[src/rtl/axi4l_pkg.sv]
// ============================================================================
// axi4l_pkg : shared response codes, FSM state type and timeout length
// Revision  : 1.0
// ============================================================================
`default_nettype none

package axi4l_pkg;

   localparam logic [1:0] OKAY   = 2'b00;
   localparam logic [1:0] EXOKAY = 2'b01;
   localparam logic [1:0] SLVERR = 2'b10;
   localparam logic [1:0] DECERR = 2'b11;

   localparam int unsigned REG_TIMEOUT_CYCLES = 16;

   typedef enum logic [2:0] {
      IDLE    = 3'd0,
      RD_REQ  = 3'd1,
      RD_WAIT = 3'd2,
      RD_RESP = 3'd3,
      WR_REQ  = 3'd4,
      WR_WAIT = 3'd5,
      WR_RESP = 3'd6
   } state_e;

endpackage

`default_nettype wire

[src/rtl/axi4l_addr_decode.sv]
// ============================================================================
// axi4l_addr_decode : combinational window match and word index extraction
// Revision          : 1.0
// ============================================================================
`default_nettype none

module axi4l_addr_decode #(
   parameter logic [31:0] BASE_OFFSET      = 32'h8000_0000,
   parameter logic [31:0] BASE_OFFSET_MASK = 32'h0000_FFFF,
   parameter int          REG_ADDR_WIDTH   = 2
) (
   input  logic [31:0]               addr_i,
   output logic                      hit_o,
   output logic [REG_ADDR_WIDTH-1:0] idx_o
);

   // Offset bits above the register index must be zero for a hit.
   localparam logic [31:0] IDX_SPAN_MASK    = (32'h1 << (REG_ADDR_WIDTH + 2)) - 32'h1;
   localparam logic [31:0] HIGH_OFFSET_MASK = BASE_OFFSET_MASK & ~IDX_SPAN_MASK;

   assign hit_o = ((addr_i & ~BASE_OFFSET_MASK) == BASE_OFFSET) &&
                  ((addr_i & HIGH_OFFSET_MASK) == 32'h0);
   assign idx_o = addr_i[REG_ADDR_WIDTH+1:2];

endmodule

`default_nettype wire

[src/rtl/axi4l_regs.sv]
// ============================================================================
// axi4l_regs : AXI4-Lite slave bridging to a simple req/ack register port.
//              Optional AXI4L_REGS_TIMEOUT_EN adds a SLVERR completion timeout.
// Revision   : 1.0
// ============================================================================
`default_nettype none

module axi4l_regs
   import axi4l_pkg::*;
#(
   parameter logic [31:0] BASE_OFFSET      = 32'h8000_0000,
   parameter logic [31:0] BASE_OFFSET_MASK = 32'h0000_FFFF,
   parameter int          REG_ADDR_WIDTH   = 2
) (
   input  logic                      clk,
   input  logic                      rstn,
   input  logic [31:0]               s_axi_awaddr,
   input  logic                      s_axi_awvalid,
   output logic                      s_axi_awready,
   input  logic [31:0]               s_axi_wdata,
   input  logic [3:0]                s_axi_wstrb,
   input  logic                      s_axi_wvalid,
   output logic                      s_axi_wready,
   output logic [1:0]                s_axi_bresp,
   output logic                      s_axi_bvalid,
   input  logic                      s_axi_bready,
   input  logic [31:0]               s_axi_araddr,
   input  logic                      s_axi_arvalid,
   output logic                      s_axi_arready,
   output logic [31:0]               s_axi_rdata,
   output logic [1:0]                s_axi_rresp,
   output logic                      s_axi_rvalid,
   input  logic                      s_axi_rready,
   output logic [REG_ADDR_WIDTH-1:0] reg_addr,
   output logic [31:0]               reg_wdata,
   output logic                      reg_wren,
   output logic [3:0]                reg_be,
   input  logic [31:0]               reg_rdata,
   output logic                      reg_req,
   input  logic                      reg_ack,
   input  logic                      reg_err
);

   state_e                    state_q, state_d;
   logic [REG_ADDR_WIDTH-1:0] addr_q, addr_d;
   logic [31:0]               wdata_q, wdata_d;
   logic [3:0]                be_q, be_d;
   logic                      wren_q, wren_d;
   logic [1:0]                resp_q, resp_d;
   logic [31:0]               rdata_q, rdata_d;

   logic [31:0]               dec_addr;
   logic                      dec_hit;
   logic [REG_ADDR_WIDTH-1:0] dec_idx;
   logic                      tmo_expired;

   // Read has priority, so the decoder follows the read address whenever it is offered.
   assign dec_addr = s_axi_arvalid ? s_axi_araddr : s_axi_awaddr;

   axi4l_addr_decode #(
      .BASE_OFFSET      (BASE_OFFSET),
      .BASE_OFFSET_MASK (BASE_OFFSET_MASK),
      .REG_ADDR_WIDTH   (REG_ADDR_WIDTH)
   ) u_addr_decode (
      .addr_i (dec_addr),
      .hit_o  (dec_hit),
      .idx_o  (dec_idx)
   );

`ifdef AXI4L_REGS_TIMEOUT_EN
   localparam int TMO_W = $clog2(REG_TIMEOUT_CYCLES + 1);

   logic [TMO_W-1:0] tmo_cnt_q, tmo_cnt_d;
   logic             in_wait;

   assign in_wait = (state_q == RD_WAIT) || (state_q == WR_WAIT);

   always_comb begin
      tmo_cnt_d = '0;
      if (in_wait) begin
         tmo_cnt_d = tmo_cnt_q + TMO_W'(1);
      end
   end

   always_ff @(posedge clk or negedge rstn) begin
      if (!rstn) begin
         tmo_cnt_q <= '0;
      end else begin
         tmo_cnt_q <= tmo_cnt_d;
      end
   end

   // Count is zero on the first wait cycle, so this fires on the last allowed one.
   assign tmo_expired = in_wait && (tmo_cnt_q == TMO_W'(REG_TIMEOUT_CYCLES - 1));
`else
   assign tmo_expired = 1'b0;
`endif

   always_comb begin
      state_d       = state_q;
      addr_d        = addr_q;
      wdata_d       = wdata_q;
      be_d          = be_q;
      wren_d        = wren_q;
      resp_d        = resp_q;
      rdata_d       = rdata_q;
      s_axi_arready = 1'b0;
      s_axi_awready = 1'b0;
      s_axi_wready  = 1'b0;

      case (state_q)
         IDLE: begin
            if (rstn && s_axi_arvalid) begin
               s_axi_arready = 1'b1;
               addr_d        = dec_idx;
               wren_d        = 1'b0;
               if (dec_hit) begin
                  state_d = RD_REQ;
               end else begin
                  resp_d  = DECERR;
                  rdata_d = '0;
                  state_d = RD_RESP;
               end
            end else if (rstn && s_axi_awvalid && s_axi_wvalid) begin
               s_axi_awready = 1'b1;
               s_axi_wready  = 1'b1;
               addr_d        = dec_idx;
               wdata_d       = s_axi_wdata;
               be_d          = s_axi_wstrb;
               wren_d        = 1'b1;
               if (dec_hit) begin
                  state_d = WR_REQ;
               end else begin
                  resp_d  = DECERR;
                  state_d = WR_RESP;
               end
            end
         end
         RD_REQ:  state_d = RD_WAIT;
         RD_WAIT: begin
            if (reg_err || tmo_expired) begin
               resp_d  = SLVERR;
               rdata_d = '0;
               state_d = RD_RESP;
            end else if (reg_ack) begin
               resp_d  = OKAY;
               rdata_d = reg_rdata;
               state_d = RD_RESP;
            end
         end
         RD_RESP: begin
            if (s_axi_rready) begin
               state_d = IDLE;
            end
         end
         WR_REQ:  state_d = WR_WAIT;
         WR_WAIT: begin
            if (reg_err || tmo_expired) begin
               resp_d  = SLVERR;
               state_d = WR_RESP;
            end else if (reg_ack) begin
               resp_d  = OKAY;
               state_d = WR_RESP;
            end
         end
         WR_RESP: begin
            if (s_axi_bready) begin
               state_d = IDLE;
            end
         end
         default: state_d = IDLE;
      endcase
   end

   always_ff @(posedge clk or negedge rstn) begin
      if (!rstn) begin
         state_q <= IDLE;
         addr_q  <= '0;
         wdata_q <= '0;
         be_q    <= '0;
         wren_q  <= 1'b0;
         resp_q  <= OKAY;
         rdata_q <= '0;
      end else begin
         state_q <= state_d;
         addr_q  <= addr_d;
         wdata_q <= wdata_d;
         be_q    <= be_d;
         wren_q  <= wren_d;
         resp_q  <= resp_d;
         rdata_q <= rdata_d;
      end
   end

   assign reg_req      = (state_q == RD_REQ) || (state_q == WR_REQ);
   assign reg_addr     = addr_q;
   assign reg_wdata    = wdata_q;
   assign reg_be       = be_q;
   assign reg_wren     = wren_q;
   assign s_axi_rvalid = (state_q == RD_RESP);
   assign s_axi_bvalid = (state_q == WR_RESP);
   assign s_axi_rresp  = resp_q;
   assign s_axi_bresp  = resp_q;
   assign s_axi_rdata  = rdata_q;

endmodule

`default_nettype wire

[config.mk]
export PLATFORM = sky130hd
export DESIGN_NAME = axi4l_regs
export DESIGN_NICKNAME = d
export VERILOG_FILES = /design/src/rtl/axi4l_pkg.sv /design/src/rtl/axi4l_addr_decode.sv /design/src/rtl/axi4l_regs.sv
export SDC_FILE = /design/constraint.sdc
export NUM_CORES = 1
export LEC_CHECK = 0
export BUFFER_PORTS_ARGS = -buffer_cell sky130_fd_sc_hd__buf_4
export CAP_MARGIN = 5
export CORE_UTILIZATION = 40
export CTS_CLUSTER_SIZE = 10
export DETAILED_ROUTE_END_ITERATION = 8
export GPL_ROUTABILITY_DRIVEN = 0
export PLACE_DENSITY = 0.78
export SYNTH_ARGS = -nofsm -noshare
export SYNTH_HDL_FRONTEND = slang
export SYNTH_SLANG_ARGS = --single-unit
[constraint.sdc]
create_clock -name clk -period 2 [get_ports clk]
set_input_delay 0 -clock clk [delete_from_list [all_inputs] [get_ports clk]]
set_output_delay 0 -clock clk [all_outputs]
set_load 0.1 [all_outputs]
; ---- Word-level counts from Yosys, hierarchy flattened
; Cells that the tools add are included.
[op_classes]
muxes = 32
reduce_logical = 16
eq_ne = 15
bitwise_logic = 1
[op_table]
columns = operator, n
row1 = 2-to-1 mux 32 bit, 5
row2 = one-hot mux 32 bit (2 select lines), 1
row3 = logical NOT 32 bit, 1
row4 = 2-to-1 mux 3 bit, 8
row5 = one-hot mux 3 bit (7 select lines), 1
row6 = 2-to-1 mux 2 bit, 9
row7 = equality test 16 bit (second input constant), 1
row8 = equality test 3 bit (second input constant), 3
row9 = != test 3 bit (second input constant), 3
row10 = 2-to-1 mux 1 bit, 7
row11 = equality test 3 x 2 -> 1 bit (second input constant), 2
row12 = AND reduction 3 bit, 2
row13 = nonzero test 2 bit, 3
row14 = AND reduction 5 bit, 1
row15 = logical AND 1 bit, 4
row16 = != test 2 x 1 -> 1 bit (second input constant), 2
row17 = != test 2 bit (second input constant), 2
row18 = one-hot mux 2 bit (2 select lines), 1
row19 = AND reduction 4 bit, 1
row20 = equality test 3 x 1 -> 1 bit (second input constant), 1
row21 = logical NOT 3 bit, 1
row22 = != test 3 x 1 -> 1 bit (second input constant), 1
row23 = AND reduction 2 bit, 1
row24 = OR reduction 2 bit, 1
row25 = other kinds (2), 2
[totals]
reg_bits = 76
input_bits = 141
out_inout_bits = 81
elab_cells = 71

; ---- Depth between registers and ports, before layout
[logic_depth]
depth_word = 7
depth_mapped = 7
ltp_nobuf = 5

; ---- Hierarchy
; From an unflattened synthesis, not the netlist that was laid out.
[hier_totals]
hier_cells = 327
hier_area_um2 = 3641.0
[by_module_without_submodules]
columns = module, instances, cells_per_inst, area_each_um2
row1 = axi4l_regs, 1, 315, 3545.9
row2 = axi4l_addr_decode, 1, 12, 95.1

; ---- Worst setup path after synthesis
; OpenSTA, ideal clock, no wires.
[synth_path]
path_type = reg2out
startpoint = reg state_q[1]
endpoint = out s_axi_bvalid
stages_incl_launch_ff = 3
required_ns = 2.000
slack_ns = -0.956
arrival_time_ns = 2.956
n_path_buf = 1
path_cell_list = dfrtp_1 > clkbuf_1 > nor3b_1
[synth_between]
elab_chain_cells = 1
[synth_rtl]
columns = item, line_no
row1 = start: declaration, axi4l_regs.sv:44  ; state_e state_q, state_d;
row2 = start signal: assignment, axi4l_regs.sv:185  ; state_q <= state_d;
row3 = equality test 3 bit, axi4l_regs.sv:201  ; assign s_axi_bvalid = (state_q == WR_RESP);
row4 = end: declaration, axi4l_regs.sv:25  ; output logic s_axi_bvalid,
; No other way between the ends.

; ---- Worst setup path in the final report
[layout_path]
startpoint = reg state_q[2]
endpoint = out s_axi_wready
[layout_between]
elab_chain_cells = 2
[layout_rtl]
columns = item, line_no
row1 = logical NOT 3 bit, axi4l_regs.sv:111  ; case (state_q)
row2 = 2-to-1 mux 1 bit, axi4l_regs.sv:111
row3 = end: declaration, axi4l_regs.sv:23  ; output logic s_axi_wready,
; No other way between the ends.

==> reports/qor.yml <==
sta:
  timing.slew.headroom_pct: 38.06
  finalHoldViolCount: 0
  grt_setup_unrepaired: "false"
  clock.fmax_mhz: 535.6
  slew_violations: 0
  max_slew.worst_pin.slew_ps: 929.0
  finClkSkew_ps: 14.19
  setup_violations: 0
  layout_worst_path_cycle_share_pct: 93.35
  layout_min_cycle_time_ps: 1867
grt:
  global_route_wire_length_before_repair_um: 16440
  global_route.usage.total_pct: 25.52
  first_global_vias: 3459
  remaining_overflow_grt: 0
  number_of_antenna_violations_at_the_first_check_in_global_routing: 0
  pin_count_of_the_biggest_net_entering_global_routing: 76
setup_path:
  critical-path-top-delay-family: "simple AND/OR/NAND/NOR gates"
  worstReg2RegEnd: "state_q[2]"
  timing.setup.critical_path_class: "reg -> out"
  cp.required_ps: 2000
  worstRegToRegCells: 6
  critPathArrivalTime_ps: 1870
  critical_path.startpoint_type: "flip-flop"
  crit_path_cells: "nor3_4 > nand4_1 > nor2_4 > buf_12 > buf_8"
  critical_path.endpoint_type: "primary output"
  timing.critical_path.slowest_cell_delay_ps: 490
  timing.critical_path.fanout_max: 38
  crit_path_top_delay_cell: "dfrtp_1"
  reg2reg_setup_slack_ps: 180
  worstReg2RegStart: "state_q[2]"
  path_buf_inv: 2
cts:
  tritoncts_clock_tree: "built"
  numCtsBuffers: 9
  clock_latency_ps: 340
  cts.repair_timing.setup_buffer_count: 0
  htree_levels: 3
  clk_root_buffer_cell: "clkbuf_8"
  clk_pin_slew_ps: 70
  numClockSinks: 76
  clock_tree.buffer_depth: 2
layout:
  layout.filler_cells: 490
  n_antenna_cell: 0
  area_growth_syn_to_layout_pct: 84.49
  post_route_cells_drive_above_1_share_pct: 51.21
  finish.instance_area_um2: 5907
  final_net_count: 673
  post_route_non_filler_standard_cell_count: 637
logic_synthesis:
  synth_area_per_cell_um2: 13.62
  synth_top_cell_by_area: "dfrtp_1"
  synth_xor_area_share_pct: 0.2735
  synth.yosys.warnings: 0
  syn_inst: 235
  yosys_register_bits: 76
  synth.mux.area_fraction_pct: 13.29
  yosysUniqueCellTypes: 39
  number_of_nets_in_the_synthesized_netlist: 376
  synth_sequential_area_ratio_pct: 59.40
  synth_adder_area_share_pct: 0
  share_of_yosys_cell_area_claimed_by_the_top_area_cell_type_pct: 59.40
  synth_simple_gate_area_share_pct: 8.714
  netlist_area_um2: 3202
  synth_top_family_by_area: "compound AO/OA/AOI/OAI gates"
  biggest_area_contributors_in_the_synthesized_netlist: "dfrtp_1 59%, a22o_1 9.0%, mux2_2 8.1%, mux2_1 4.6%, nor4_1 2.0%"
  synth_compound_area_share_pct: 14.26
detailed_routing:
  first_pass_iters: 4
  dr_total_vias: 3193
  drt.antenna.violating_nets: 0
  drc_errors: 0
  via_per_inst: 5.013
  post_drt_wl_per_cell_um: 16.48
  wirelength_um: 10500
  dr.first_iter.drc_count: 83
placed_design:
  instance_area_at_placement_um2: 4966
  placedCellCount: 549
  number_of_buffers_added_on_ports: 217
  hpwl_um: 6893
die:
  i_o_pins: 222
  die_width_um: 91.47
  start_util_pct: 41.43
  die_area_um2: 8367
  placementRows: 32
  core_um2: 7727
  chipHeight_um: 91.47
job:
  cap_viol_max_count: 0
hold_path:
  hold_path.class: "in -> async"
run_status:
  outcome: "complete, no violations"
[worst max-delay path by stage]
stage	from	endpoint	cells after the start
global route	state_q[2]	s_axi_wready	5
detailed placement	state_q[2]	reg_wdata[14]	5
global placement	state_q[2]	reg_wdata[14]	5
finish	state_q[2]	s_axi_wready	5
floorplan	state_q[0]	reg_req	3
CTS	state_q[2]	s_axi_awready	5
[cell usage after synthesis]
| library cell | number |
|---|---|
| a22oi_1 | 1 |
| a21oi_1 | 7 |
| nor4_2 | 1 |
| nor3_2 | 1 |
| o221ai_1 | 1 |
| o32a_1 | 1 |
| mux2_1 | 13 |
| o21ai_1 | 2 |
| o31ai_2 | 1 |
| buf_6 | 4 |
| and2_1 | 1 |
| o31ai_1 | 3 |
| nor2b_1 | 1 |
| nand2_1 | 3 |
| nor4_1 | 10 |
| o22a_2 | 1 |
| o21a_1 | 1 |
| buf_4 | 6 |
| or4b_1 | 1 |
| a21oi_2 | 1 |
| mux2i_1 | 2 |
| o41ai_4 | 1 |
| nor2_1 | 12 |
| nor4b_1 | 1 |
| inv_1 | 4 |
| and3_1 | 1 |
| dfrtp_1 | 76 |
| nor3_1 | 1 |
| nand3_1 | 1 |
| a211oi_1 | 1 |
| mux2_2 | 23 |
| a22o_1 | 33 |
| nor4b_2 | 1 |
| nand4_1 | 5 |
| clkbuf_1 | 4 |
| nor3b_1 | 5 |
| buf_2 | 2 |
| xnor2_1 | 1 |
| nor2_2 | 1 |
[layout make-up]
type	count	area [µm²]	area share (%)
inverter	4	15.01	0.2542
timing repair buffer	302	2492	42.19
sequential	76	1902	32.20
tap	102	127.6	2.161
multi-input combinational	139	1191	20.17
clock inverter	4	51.30	0.8685
clock buffer	10	127.6	2.161
[sequential cells by signal, indices dropped and copies added, names as in the netlist]
signal       flops
reg_be           4
state_q          3
reg_wdata       32
reg_addr         2
s_axi_bresp      2
s_axi_rdata     32
reg_wren         1
[routing by layer]
| layer | share of wire [%] | vias to the layer above | GRT usage, % |
|---|---|---|---|
| li1 | - | 1477 | - |
| met1 | 36 | 1534 | 26.01 |
| met2 | 55 | 151 | 48.75 |
| met3 | 6.5 | 31 | 5.946 |
| met4 | 3.2 | 0 | 11.51 |
| met5 | 0 | - | 0 |
[logic make-up (layout without fill, tap and decap cells)]
logic type	Yosys count	in the layout
flops	76	76
compound gates	54	54
simple gates	46	46
mux	38	38
buf+inv	20	320
xor+xnor	1	1
[placed cells by master, fill, tap and decap left out, types with 3 or more instances in the layout]
| cell | n |
|---|---|
| dlygate4sd3_1 | 74 |
| nand4_1 | 5 |
| nor2_1 | 12 |
| clkbuf_8 | 9 |
| nor3b_1 | 3 |
| mux2_2 | 23 |
| inv_1 | 4 |
| nor4_1 | 10 |
| a22o_1 | 33 |
| nand2_1 | 3 |
| dfrtp_1 | 76 |
| mux2_1 | 13 |
| o31ai_1 | 3 |
| buf_4 | 224 |
| a21oi_1 | 7 |
[through the flow]
step | setup WS [ps] | TNS [ps] | utilization, % | hold slack, ps
2_1_floorplan | 5.639 | 0 | - | -295.6
3_5_place_dp | 192.7 | 0 | 64.26 | -185.7
4_1_cts | -18.45 | -36.21 | 76.17 | 24.84
3_3_place_gp | 264.2 | 0 | 64.26 | -188.5
6_report | 132.9 | 0 | 76.44 | 32.54
5_1_grt | 19.91 | 0 | 76.44 | 34.97
[timing repair]
item                                   in CTS  in global routing
endpoints found under the hold margin      72                  0
setup endpoints to repair                   2                  2
hold buffers                               74                  0
pin swaps                                   0                  0
resized for setup                           0                  5
cloned                                      0                  0
Power is left out: the tool's default activity adds up to more than one toggle a clock period on the data nets, which glitch-free logic cannot reach.
